**src/rtl/eth_stats_frame_meter_if.sv**
```systemverilog
// rtl/eth_stats_frame_meter_if.sv - byte-wide stream tap bundle for the frame meter
interface eth_stats_frame_meter_if;
    logic tvalid;
    logic tready;
    logic tlast;
    logic tuser;

    modport master (output tvalid, output tlast, output tuser, input tready);
    modport slave (input tvalid, input tlast, input tuser, output tready);
    // Passive observer: sees both sides of the handshake, drives nothing.
    modport monitor (input tvalid, input tready, input tlast, input tuser);
endinterface

```
**src/rtl/eth_stats_frame_meter.sv**
```systemverilog
// rtl/eth_stats_frame_meter.sv - per-frame length/quality meter on a stream tap
module eth_stats_frame_meter #(
    parameter int MIN_LEN = 64,
    parameter int MAX_LEN = 1518
) (
    input  logic                             clk,
    input  logic                             rst,
    input  logic                             enable,
    eth_stats_frame_meter_if.monitor         s_axis,
    output logic                             valid,
    output logic [13:0]                      frame_length,
    output logic                             frame_good
);

    localparam logic [13:0] LEN_SAT = 14'h3FFF;
    localparam logic [13:0] MIN_L   = 14'(MIN_LEN);
    localparam logic [13:0] MAX_L   = 14'(MAX_LEN);

    typedef enum logic [1:0] {
        IDLE  = 2'd0,
        COUNT = 2'd1,
        SKIP  = 2'd2
    } state_t;

    state_t      state;
    logic [13:0] cnt;
    logic        err;

    logic        beat;
    logic [13:0] cnt_inc;
    logic        err_total;

    assign beat      = s_axis.tvalid & s_axis.tready;
    // Counter sticks at the top value instead of wrapping.
    assign cnt_inc   = (cnt == LEN_SAT) ? LEN_SAT : cnt + 14'd1;
    assign err_total = err | s_axis.tuser;

    function automatic logic judge(input logic [13:0] len, input logic e);
        return !e && (len >= MIN_L) && (len <= MAX_L);
    endfunction

    always_ff @(posedge clk) begin
        if (rst) begin
            state        <= IDLE;
            cnt          <= 14'd0;
            err          <= 1'b0;
            valid        <= 1'b0;
            frame_length <= 14'd0;
            frame_good   <= 1'b0;
        end else begin
            valid <= 1'b0;
            case (state)
                IDLE: begin
                    if (beat) begin
                        if (enable) begin
                            if (s_axis.tlast) begin
                                valid        <= 1'b1;
                                frame_length <= 14'd1;
                                frame_good   <= judge(14'd1, s_axis.tuser);
                            end else begin
                                cnt   <= 14'd1;
                                err   <= s_axis.tuser;
                                state <= COUNT;
                            end
                        end else if (!s_axis.tlast) begin
                            state <= SKIP;
                        end
                    end
                end
                // Enable is deliberately not looked at here: a counted frame always reports.
                COUNT: begin
                    if (beat) begin
                        if (s_axis.tlast) begin
                            valid        <= 1'b1;
                            frame_length <= cnt_inc;
                            frame_good   <= judge(cnt_inc, err_total);
                            state        <= IDLE;
                        end else begin
                            cnt <= cnt_inc;
                            err <= err_total;
                        end
                    end
                end
                SKIP: begin
                    if (beat && s_axis.tlast) begin
                        state <= IDLE;
                    end
                end
                default: state <= IDLE;
            endcase
        end
    end

endmodule
```
**src/flat_wrapper.sv**
```systemverilog
// flat-port wrapper written by rule: the top's interface ports become plain ports
module eth_stats_frame_meter_flat 
#(
    parameter int MIN_LEN = 64,
    parameter int MAX_LEN = 1518
)
  (clk, rst, enable, valid, frame_length, frame_good, s_axis_tvalid, s_axis_tready, s_axis_tlast, s_axis_tuser);
  eth_stats_frame_meter_if s_axis_i ();
  input  logic clk;
  input  logic rst;
  input  logic enable;
  output logic valid;
  output logic [13:0] frame_length;
  output logic frame_good;
  input wire logic [$bits(s_axis_i.tvalid)-1:0] s_axis_tvalid;
  input wire logic [$bits(s_axis_i.tready)-1:0] s_axis_tready;
  input wire logic [$bits(s_axis_i.tlast)-1:0] s_axis_tlast;
  input wire logic [$bits(s_axis_i.tuser)-1:0] s_axis_tuser;
  assign s_axis_i.tvalid = s_axis_tvalid;
  assign s_axis_i.tready = s_axis_tready;
  assign s_axis_i.tlast = s_axis_tlast;
  assign s_axis_i.tuser = s_axis_tuser;
  eth_stats_frame_meter #(.MIN_LEN(MIN_LEN), .MAX_LEN(MAX_LEN)) u_core (.clk(clk), .rst(rst), .enable(enable), .s_axis(s_axis_i), .valid(valid), .frame_length(frame_length), .frame_good(frame_good));
endmodule
```
**config.mk**
```make
export PLATFORM = sky130hd
export DESIGN_NAME = eth_stats_frame_meter_flat
export DESIGN_NICKNAME = d
export VERILOG_FILES = /design/src/rtl/eth_stats_frame_meter_if.sv /design/src/rtl/eth_stats_frame_meter.sv /design/src/flat_wrapper.sv
export SDC_FILE = /design/constraint.sdc
export NUM_CORES = 1
export LEC_CHECK = 0
export ABC_AREA = 1
export CELL_PAD_IN_SITES_DETAIL_PLACEMENT = 1
export CELL_PAD_IN_SITES_GLOBAL_PLACEMENT = 1
export CORE_MARGIN = 10
export CORE_UTILIZATION = 37
export CTS_BUF_LIST = sky130_fd_sc_hd__clkbuf_8
export DETAILED_ROUTE_END_ITERATION = 8
export HOLD_SLACK_MARGIN = 0.12
export PLACE_DENSITY = 0.77
export SKIP_CTS_REPAIR_TIMING = 1
export SYNTH_ARGS = -nofsm -noshare
export SYNTH_HDL_FRONTEND = slang
export SYNTH_SLANG_ARGS = --single-unit
```
**constraint.sdc**
```tcl
create_clock -name clk -period 1.6 [get_ports clk]
set_input_delay 0.32 -clock clk [delete_from_list [all_inputs] [get_ports clk]]
set_output_delay 0.32 -clock clk [all_outputs]
set_load 0.005 [all_outputs]
```
==> results.yml, run 1 <==
run_status:
  outcome: "finished, violations left"
  violations: "negative setup slack"
global_routing:
  grt_use_total: 0.1446
  overflow: 0
  grt_pass1_wl_mm: 9.942
  antenna_found_initial: 0
  grt_max_degree: 30
  grt_pass1_vias: 2102
synthesis:
  synth_flop_cell: "dfxtp_1"
  ys_types: 27
  async_flop_share: 0
  syn_area_um2: 1838
  synthCells: 274
  ys_seq_area_frac: 0.3594
  synth_area_per_cell_um2: 6.708
  synthesis.nets: 282
  ys.warnings.count: 0
  synth_edf_count: 0
  ys_ff_latch: 33
floorplan:
  die_y_um: 90.48
  fp.dieW_um: 90.48
  core-area_um2: 4755
  ioPinCount: 23
  start_util: 0.3866
  die-area_um2: 8187
  fp-row-count: 25
min_path:
  hold_class: "reg -> reg"
clock_network:
  clock_path_buffers: 2
  clock-sinks: 33
  htree_levels: 2
  cts_buffers: 5
  clk_pin_slew_ps: 70
  cts-root-buf: "clkbuf_8"
  clk_latency_ps: 290
  cts_tree: "done"
sta:
  worstMarginPinSlew_ps: 353.1
  setup_viol: 11
  period_needed_ps: 1920
  worst_slack_ps: -320.4
  skew_ps: 7.687
  rsz0062_at_grt: "yes"
  fmax_ghz: 0.5207
  relSlewSlack: 0.7621
  drv_slew: 0
  fin_crit_sh: 1.200
  hold_violations: 0
pwr:
  finalPower_mw: 1.805
  p_per_area_nw_per_um2: 617.2
  power.leakage_nw: 1.270
  peakVddDrop_v: 0.0006177
cells_and_area:
  mostFrequentLayoutCell: "nand2_1"
  area_growth_pct: 59.09
  n_antenna_cell: 0
  fill_cells: 597
  layout-drive-gt1-share: 0.4046
  final_net_count: 358
  final_cell_mix: "nand2_1 (50), buf_4 (48), o21ai_0 (27)"
  fin_cells: 418
  final_area_um2: 2924
routing:
  ant_nets: 0
  routed_wl_mm: 7.830
  avgViaCountPerCell: 5.323
  drc_errors: 0
  drt-pass1-iter-count: 4
  dr_total_vias: 2225
  first_iter_violations: 131
  wire_per_inst_um: 18.73
placed_design:
  dp.cells: 402
  dp_hpwl_mm: 4.566
  port_buffers: 22
  placed_cell_area_um2: 2489
  place.gp.congestion: 0.7932
flow_run:
  maxCapViolCount: 0
setup_path:
  critPathLaunchType: "flop"
  cp_max_fo: 5
  r2r_slack_ps: -320
  worstSetupEndpointType: "flop"
  cp.arrival_ps: 2110
  worstSetupPathType: "reg -> reg"
  crit_required_ps: 1790
-- layer usage --
metal | up-vias | global-route usage | wire [um]
met2 | 57 | 0.2230 | 3971
met4 | 0 | 0.04509 | 75
li1 | 1042 | - | -
met1 | 1120 | 0.1942 | 3469
met5 | - | 0 | 0
met3 | 6 | 0.03159 | 314
-- worst paths after layout --
kind,from,cells past startpoint,end
setup / recovery,u_core.cnt[1],12,u_core.frame_good
hold / removal,u_core.frame_good,2,u_core.frame_good
setup reg to reg,u_core.cnt[1],12,u_core.frame_good
hold reg to reg,u_core.frame_good,2,u_core.frame_good
-- synth_stat cells, types with 3 or more instances --
master,instances,share of area
nand4_1,3,0.010
clkbuf_1,6,0.012
nand2_2,7,0.024
a21oi_1,30,0.082
nor2_1,24,0.049
dfxtp_1,33,0.36
nand3b_1,6,0.025
nand2_1,62,0.13
nand3_1,10,0.027
nor2_2,11,0.037
o21ai_0,33,0.090
inv_1,26,0.053
nand3_2,4,0.022
-- flip-flops by register name, indices dropped and copies added, names as in the netlist --
| name | cells |
|---|---|
| u_core.state | 2 |
| u_core.err | 1 |
| u_core.frame_length | 14 |
| u_core.valid | 1 |
| u_core.frame_good | 1 |
| u_core.cnt | 14 |
-- critical path: stages, from the launching register on --
cell and delay, ps:
dfxtp_2 370, buf_6 130, nand3_4 100, nor2_4 220
nand2_2 70, nand2_2 110, nand2_1 80, nor3_1 230
nand2_1 130, nor2_1 160, a21oi_2 70, nand2_1 90
a21oi_2 60
-- metrics by stage --
stage | setup slack [ps] | util | hold WS [ps] | TNS, ps
final | -320.4 | 0.6150 | 505.0 | -709.1
after global routing | -407.4 | 0.6150 | 533.8 | -2224
after CTS | -249.9 | 0.5416 | 487.6 | -525.1
after detailed placement | -245.7 | 0.5234 | 477.3 | -5878
after global placement | -192.8 | 0.5234 | 455.1 | -3924
after floorplan | 1.976 | - | 382.4 | 0
-- cell type report --
type,count,area [um^2],area share
multi-input cells,204,1267,0.4335
inverters,28,107.6,0.03680
clock buffers,5,68.82,0.02353
flip-flops and latches,33,690.7,0.2362
repair buffers,78,688.2,0.2353
clock inverters,3,17.52,0.005991
well taps,67,83.83,0.02867
-- cells by family after synthesis --
| group | Yosys count | synth area share |
|---|---|---|
| AOI/OAI and AO/OA | 66 | 0.1858 |
| xor gates and xnor gates | 3 | 0.01430 |
| adders and majority gates | 1 | 0.006806 |
| buffers and inverters | 37 | 0.07692 |
| DFF | 33 | 0.3594 |
| and+or+nand+nor | 134 | 0.3567 |
-- power by group --
group / leakage [nW] / switching, mW / total (mW) / internal, mW
Sequential: 0.275 / 0.0299 / 0.877 / 0.847
Combinational: 0.951 / 0.154 / 0.295 / 0.142
Clock: 0.0439 / 0.332 / 0.633 / 0.300
Total: 1.27 / 0.516 / 1.80 / 1.29
No activity file was read; power rests on OpenSTA's default activity.
==> inputs of run 2 (changes only) <==
Settings changed: ABC_AREA 1 to unset, CELL_PAD_IN_SITES_DETAIL_PLACEMENT 1 to unset, CELL_PAD_IN_SITES_GLOBAL_PLACEMENT 1 to unset, CORE_UTILIZATION 37 to 40, PLACE_DENSITY 0.77 to 0.62.
==> results.yml, run 2 <==
run_status:
  outcome: "finished, violations left"
  violations: "negative setup slack"
synthesis:
  synthCells: 231
  synth_compound_area_frac: 0.2215
  syn_area_um2: 1723
  synth_flop_cell: "dfxtp_1"
  synthesis.nets: 239
  synthMuxAreaShare: 0.01162
  ys_types: 39
  ys.warnings.count: 0
  synth-xor-area-share: 0.03558
  async_flop_share: 0
  synth_area_per_cell_um2: 7.458
  ys_ff_latch: 33
  synthMostInstantiatedCell: "nand2_1"
  synth_top_family_by_area: "simple AND/OR/NAND/NOR gates"
  yosys-top-cells-area: "dfxtp_1 (38%), nand2_1 (9.8%), a21oi_1 (9.0%)"
  synth_adder_area_share: 0.007262
  ys_top_cells_by_count: "nand2_1 (45), dfxtp_1 (33), a21oi_1 (31)"
  ys_seq_area_frac: 0.3834
  yosys.area.top_type: "dfxtp_1"
  synth_top_area_frac: 0.3834
  synth_edf_count: 0
  yosys.area_share.simple: 0.3021
clock_network:
  cts_buffers: 5
  cts-root-buf: "clkbuf_8"
  clock-sinks: 33
  clk_latency_ps: 290
  htree_levels: 2
  cts_tree: "done"
  clock_path_buffers: 2
  clk_pin_slew_ps: 70
cells_and_area:
  layout-drive-gt1-share: 0.3408
  finalCoreUtilization: 0.6721
  area_growth_pct: 59.40
  largestRegisters: "u_core.cnt (14), u_core.frame_length (14), u_core.state (2)"
  final_cell_mix: "buf_4 (59), nand2_1 (43), dfxtp_1 (29)"
  fill_cells: 366
  multi_input_area_um2: 1131
  n_antenna_cell: 0
  final_net_count: 321
  mostFrequentLayoutCell: "buf_4"
  seq_area_um2: 670.6
global_routing:
  antenna_found_initial: 0
  overflow: 0
  grt_max_degree: 19
  grt_pass1_vias: 1787
  grt_pass1_wl_mm: 8.217
  grt_use_total: 0.1341
setup_path:
  worstSetupPathType: "reg -> reg"
  crit_family: "simple AND/OR/NAND/NOR gates"
  cp.arrival_ps: 2040
  cp.buffers_inverters: 0
  critPathSlowestCell: "or4_4"
  worstSetupEndpointType: "flop"
  max_stage_delay_ps: 520
  critPathLaunchType: "flop"
  cp_cell_sequence: "ha_4 -> nand3_4 -> or4_4 -> mux2i_2 -> a21oi_2 -> o31ai_1"
  crit_required_ps: 1810
  cp_max_fo: 5
floorplan:
  die_y_um: 85.63
  ioPinCount: 23
  die-area_um2: 7333
  fp-row-count: 23
  start_util: 0.4216
  core-area_um2: 4086
  fp.dieW_um: 85.63
sta:
  worstMarginPinSlew_ps: 432.7
  worst_slack_ps: -227.7
  relSlewSlack: 0.7093
  setup_viol: 25
  hold_violations: 0
  drv_slew: 0
  fin_crit_sh: 1.142
  rsz0062_at_grt: "yes"
  skew_ps: 7.413
  fmax_ghz: 0.5471
  tns_ps: -2044
  period_needed_ps: 1828
pwr:
  p_per_area_nw_per_um2: 580.5
  peakVddDrop_v: 0.0003348
  power.leakage_nw: 1.047
routing:
  wire_per_inst_um: 14.04
  routed-wl-met2_mm: 2.404
  drt-pass1-iter-count: 4
  wl_met3_um: 339
  first_iter_violations: 209
  dr_total_vias: 1971
  drc_errors: 0
  ant_nets: 0
  routed_wl_mm: 5.110
  met1_length_mm: 2.285
  avgViaCountPerCell: 5.415
  top_layer_used: "met4"
placed_design:
  dp_hpwl_mm: 3.703
  port_buffers: 22
  place.gp.congestion: 0.8698
flow_run:
  maxCapViolCount: 0
min_path:
  hold_class: "reg -> reg"
[run 2: cells by family after synthesis]
kind of cell / count (synthesis)
compound gates: 63
fa+ha+maj: 1
buf+inv: 16
flops: 33
xor+xnor: 7
simple gates: 109
mux: 2
[run 2: worst reg2reg max path: stages (launching register included)]
cell and delay, ps:
dfxtp_4 380, ha_4 160, nand3_4 110, or4_4 530, mux2i_2 270, a21oi_2 70
o31ai_1 230
[run 2: power breakdown]
part | switching, mW | internal [mW]
logic | 0.0697 | 0.0781
clock network | 0.319 | 0.300
registers | 0.00436 | 0.824
total | 0.393 | 1.20
[run 2: through the flow]
stage | hold WS [ps] | worst slack [ps] | total power, mW | instances | instance area, um^2
6_report | 449.3 | -227.7 | 1.594 | 364 | 2746
4_1_cts | 453.9 | -269.0 | 1.610 | 359 | 2596
3_3_place_gp | 439.5 | -245.7 | 0.9922 | 351 | 2510
3_5_place_dp | 445.3 | -274.3 | 0.9935 | 351 | 2510
5_1_grt | 476.5 | -346.0 | 1.664 | 364 | 2746
2_1_floorplan | 404.2 | -43.10 | 0.9003 | 231 | 1764
[run 2: final timing paths]
| check | start | end | slack (ps) | depth (start not counted) |
|---|---|---|---|---|
| min reg2reg | u_core.frame_length[6] | u_core.frame_length[6] | 450 | 2 |
| min | u_core.frame_length[6] | u_core.frame_length[6] | 450 | 2 |
| max | u_core.cnt[0] | u_core.frame_good | -230 | 6 |
| max reg2reg | u_core.cnt[0] | u_core.frame_good | -230 | 6 |
[run 2: area by class of cell]
class                      instances  share of cell area
clock buffer                       5             0.02506
clock inverter                     3            0.006378
tap                               50             0.02278
sequential                        33              0.2442
inverter                           2            0.002733
timing repair buffer              89              0.2870
multi-input combinational        182              0.4118
[run 2: metal layers]
metal	up-vias	track usage
li1	993	-
met1	920	0.1649
met2	49	0.2139
met3	9	0.04163
met4	0	0.04940
met5	-	0
==> inputs of run 3 (changes only) <==
Settings changed: CELL_PAD_IN_SITES_DETAIL_PLACEMENT set to 2, CELL_PAD_IN_SITES_GLOBAL_PLACEMENT set to 2, CORE_UTILIZATION 40 to 29, PLACE_DENSITY 0.62 to 0.76.
==> results.yml, run 3 (same netlist as run 2, synthesis figures left out) <==
setup_path:
  r2r_slack_ps: -540
  cp_max_fo: 7
  cp.arrival_ps: 2360
  worstSetupPathType: "reg -> reg"
  critPathLaunchType: "flop"
  r2r_cells: 7
  crit_required_ps: 1820
  worstSetupEndpointType: "flop"
clock_network:
  clock-sinks: 33
  htree_levels: 2
  cts_tree: "done"
  clk_latency_ps: 300
  cts-root-buf: "clkbuf_8"
  clk_pin_slew_ps: 80
  cts_buffers: 5
  clock_path_buffers: 2
pwr:
  p_sw_uw: 444.1
  peakVddDrop_v: 0.0002889
  power_frac_comb: 0.091
  switching_share: 0.2720
  power.leakage_nw: 1.068
  p_int_mw: 1.189
  p_per_area_nw_per_um2: 569.6
  power.share.sequential: 0.508
  power_frac_clock: 0.401
global_routing:
  overflow: 0
  grt_pass1_wl_mm: 13.01
  grt_use_total: 0.1700
  grt_max_degree: 15
  grt_pass1_vias: 2394
  antenna_found_initial: 0
cells_and_area:
  seq_area_um2: 671.9
  multi_input_area_um2: 1244
  fill_cells: 619
  mostFrequentLayoutCell: "buf_4"
  final_cell_mix: "buf_4 (66), nand2_1 (44), dfxtp_1 (28)"
  layout-drive-gt1-share: 0.4069
  final_net_count: 324
  n_antenna_cell: 0
  largestRegisters: "u_core.cnt (14), u_core.frame_length (14), u_core.state (2)"
  finalCoreUtilization: 0.4899
  area_growth_pct: 66.38
floorplan:
  die-area_um2: 9425
  fp.dieW_um: 97.08
  start_util: 0.2945
  ioPinCount: 23
  die_y_um: 97.08
  core-area_um2: 5851
  fp-row-count: 28
routing:
  routed_wl_mm: 9.388
  avgViaCountPerCell: 5.574
  dr_total_vias: 2185
  drt-pass1-iter-count: 4
  ant_nets: 0
  wire_per_inst_um: 23.95
  drc_errors: 0
  first_iter_violations: 136
placed_design:
  pre_cts_ws_ps: -383.6
  dp_hpwl_mm: 6.082
  place.gp.congestion: 0.7828
  port_buffers: 22
sta:
  period_needed_ps: 2140
  worstMarginPinSlew_ps: 403.5
  skew_ps: 8.504
  hold_violations: 0
  relSlewSlack: 0.7275
  setup_viol: 29
  fin_crit_sh: 1.337
  rsz0062_at_grt: "yes"
  drv_slew: 0
  worst_slack_ps: -539.7
  fmax_ghz: 0.4673
run_status:
  outcome: "finished, violations left"
  violations: "negative setup slack"
min_path:
  hold_class: "reg -> reg"
  hold_depth: 2
flow_run:
  maxCapViolCount: 0
## run 3: metal layers
layer  vias to the layer above  wire (um)  global-route usage  share of wire
li1                        997          -                   -              -
met1                      1108       3677              0.1825           0.39
met2                        52       5024              0.3215           0.54
met3                        28        242             0.02916          0.026
met4                         0        444             0.06129          0.047
met5                         -          0                   0              0
## run 3: area by class of cell
type                            count  area share
Multi-Input combinational cell    182      0.4339
Timing Repair Buffer               92      0.2663
Sequential cell                    33      0.2344
Tap cell                           75     0.03274
Clock buffer                        5     0.02401
Clock inverter                      3    0.006111
Inverter                            2    0.002619
## run 3: critical path, cell delays in order (launching register included)
cell and delay, ps:
dfxtp_4 370, buf_6 120, nand4_1 270, nor4_4 360, nand3_2 180, mux2i_2 210
o31ai_1 300, nor2b_2 250
## run 3: stage by stage
| step | setup TNS [ps] | std cells | cell area (um^2) | hold slack [ps] | power [mW] |
|---|---|---|---|---|---|
| after floorplan | -90.35 | 231 | 1764 | 404.2 | 0.9003 |
| after global placement | -5814 | 376 | 2491 | 440.4 | 0.9768 |
| after detailed placement | -8327 | 376 | 2491 | 455.1 | 0.9862 |
| after CTS | -6301 | 384 | 2577 | 465.4 | 1.628 |
| after global routing | -8290 | 392 | 2867 | 490.5 | 1.684 |
| final | -6089 | 392 | 2867 | 460.5 | 1.633 |
## run 3: power by group through the flow
stage,logic [mW],clock network (mW),registers [mW]
after floorplan,0.0505,0,0.850
after global placement,0.127,0,0.850
after global routing,0.160,0.694,0.830
after CTS,0.137,0.660,0.831
after detailed placement,0.136,0,0.850
final,0.149,0.655,0.830
## run 3: final timing paths
kind                                from                endpoint
setup / recovery           u_core.cnt[0]          u_core.cnt[13]
setup reg to reg           u_core.cnt[0]          u_core.cnt[13]
hold reg to reg   u_core.frame_length[3]  u_core.frame_length[3]
hold / removal    u_core.frame_length[3]  u_core.frame_length[3]
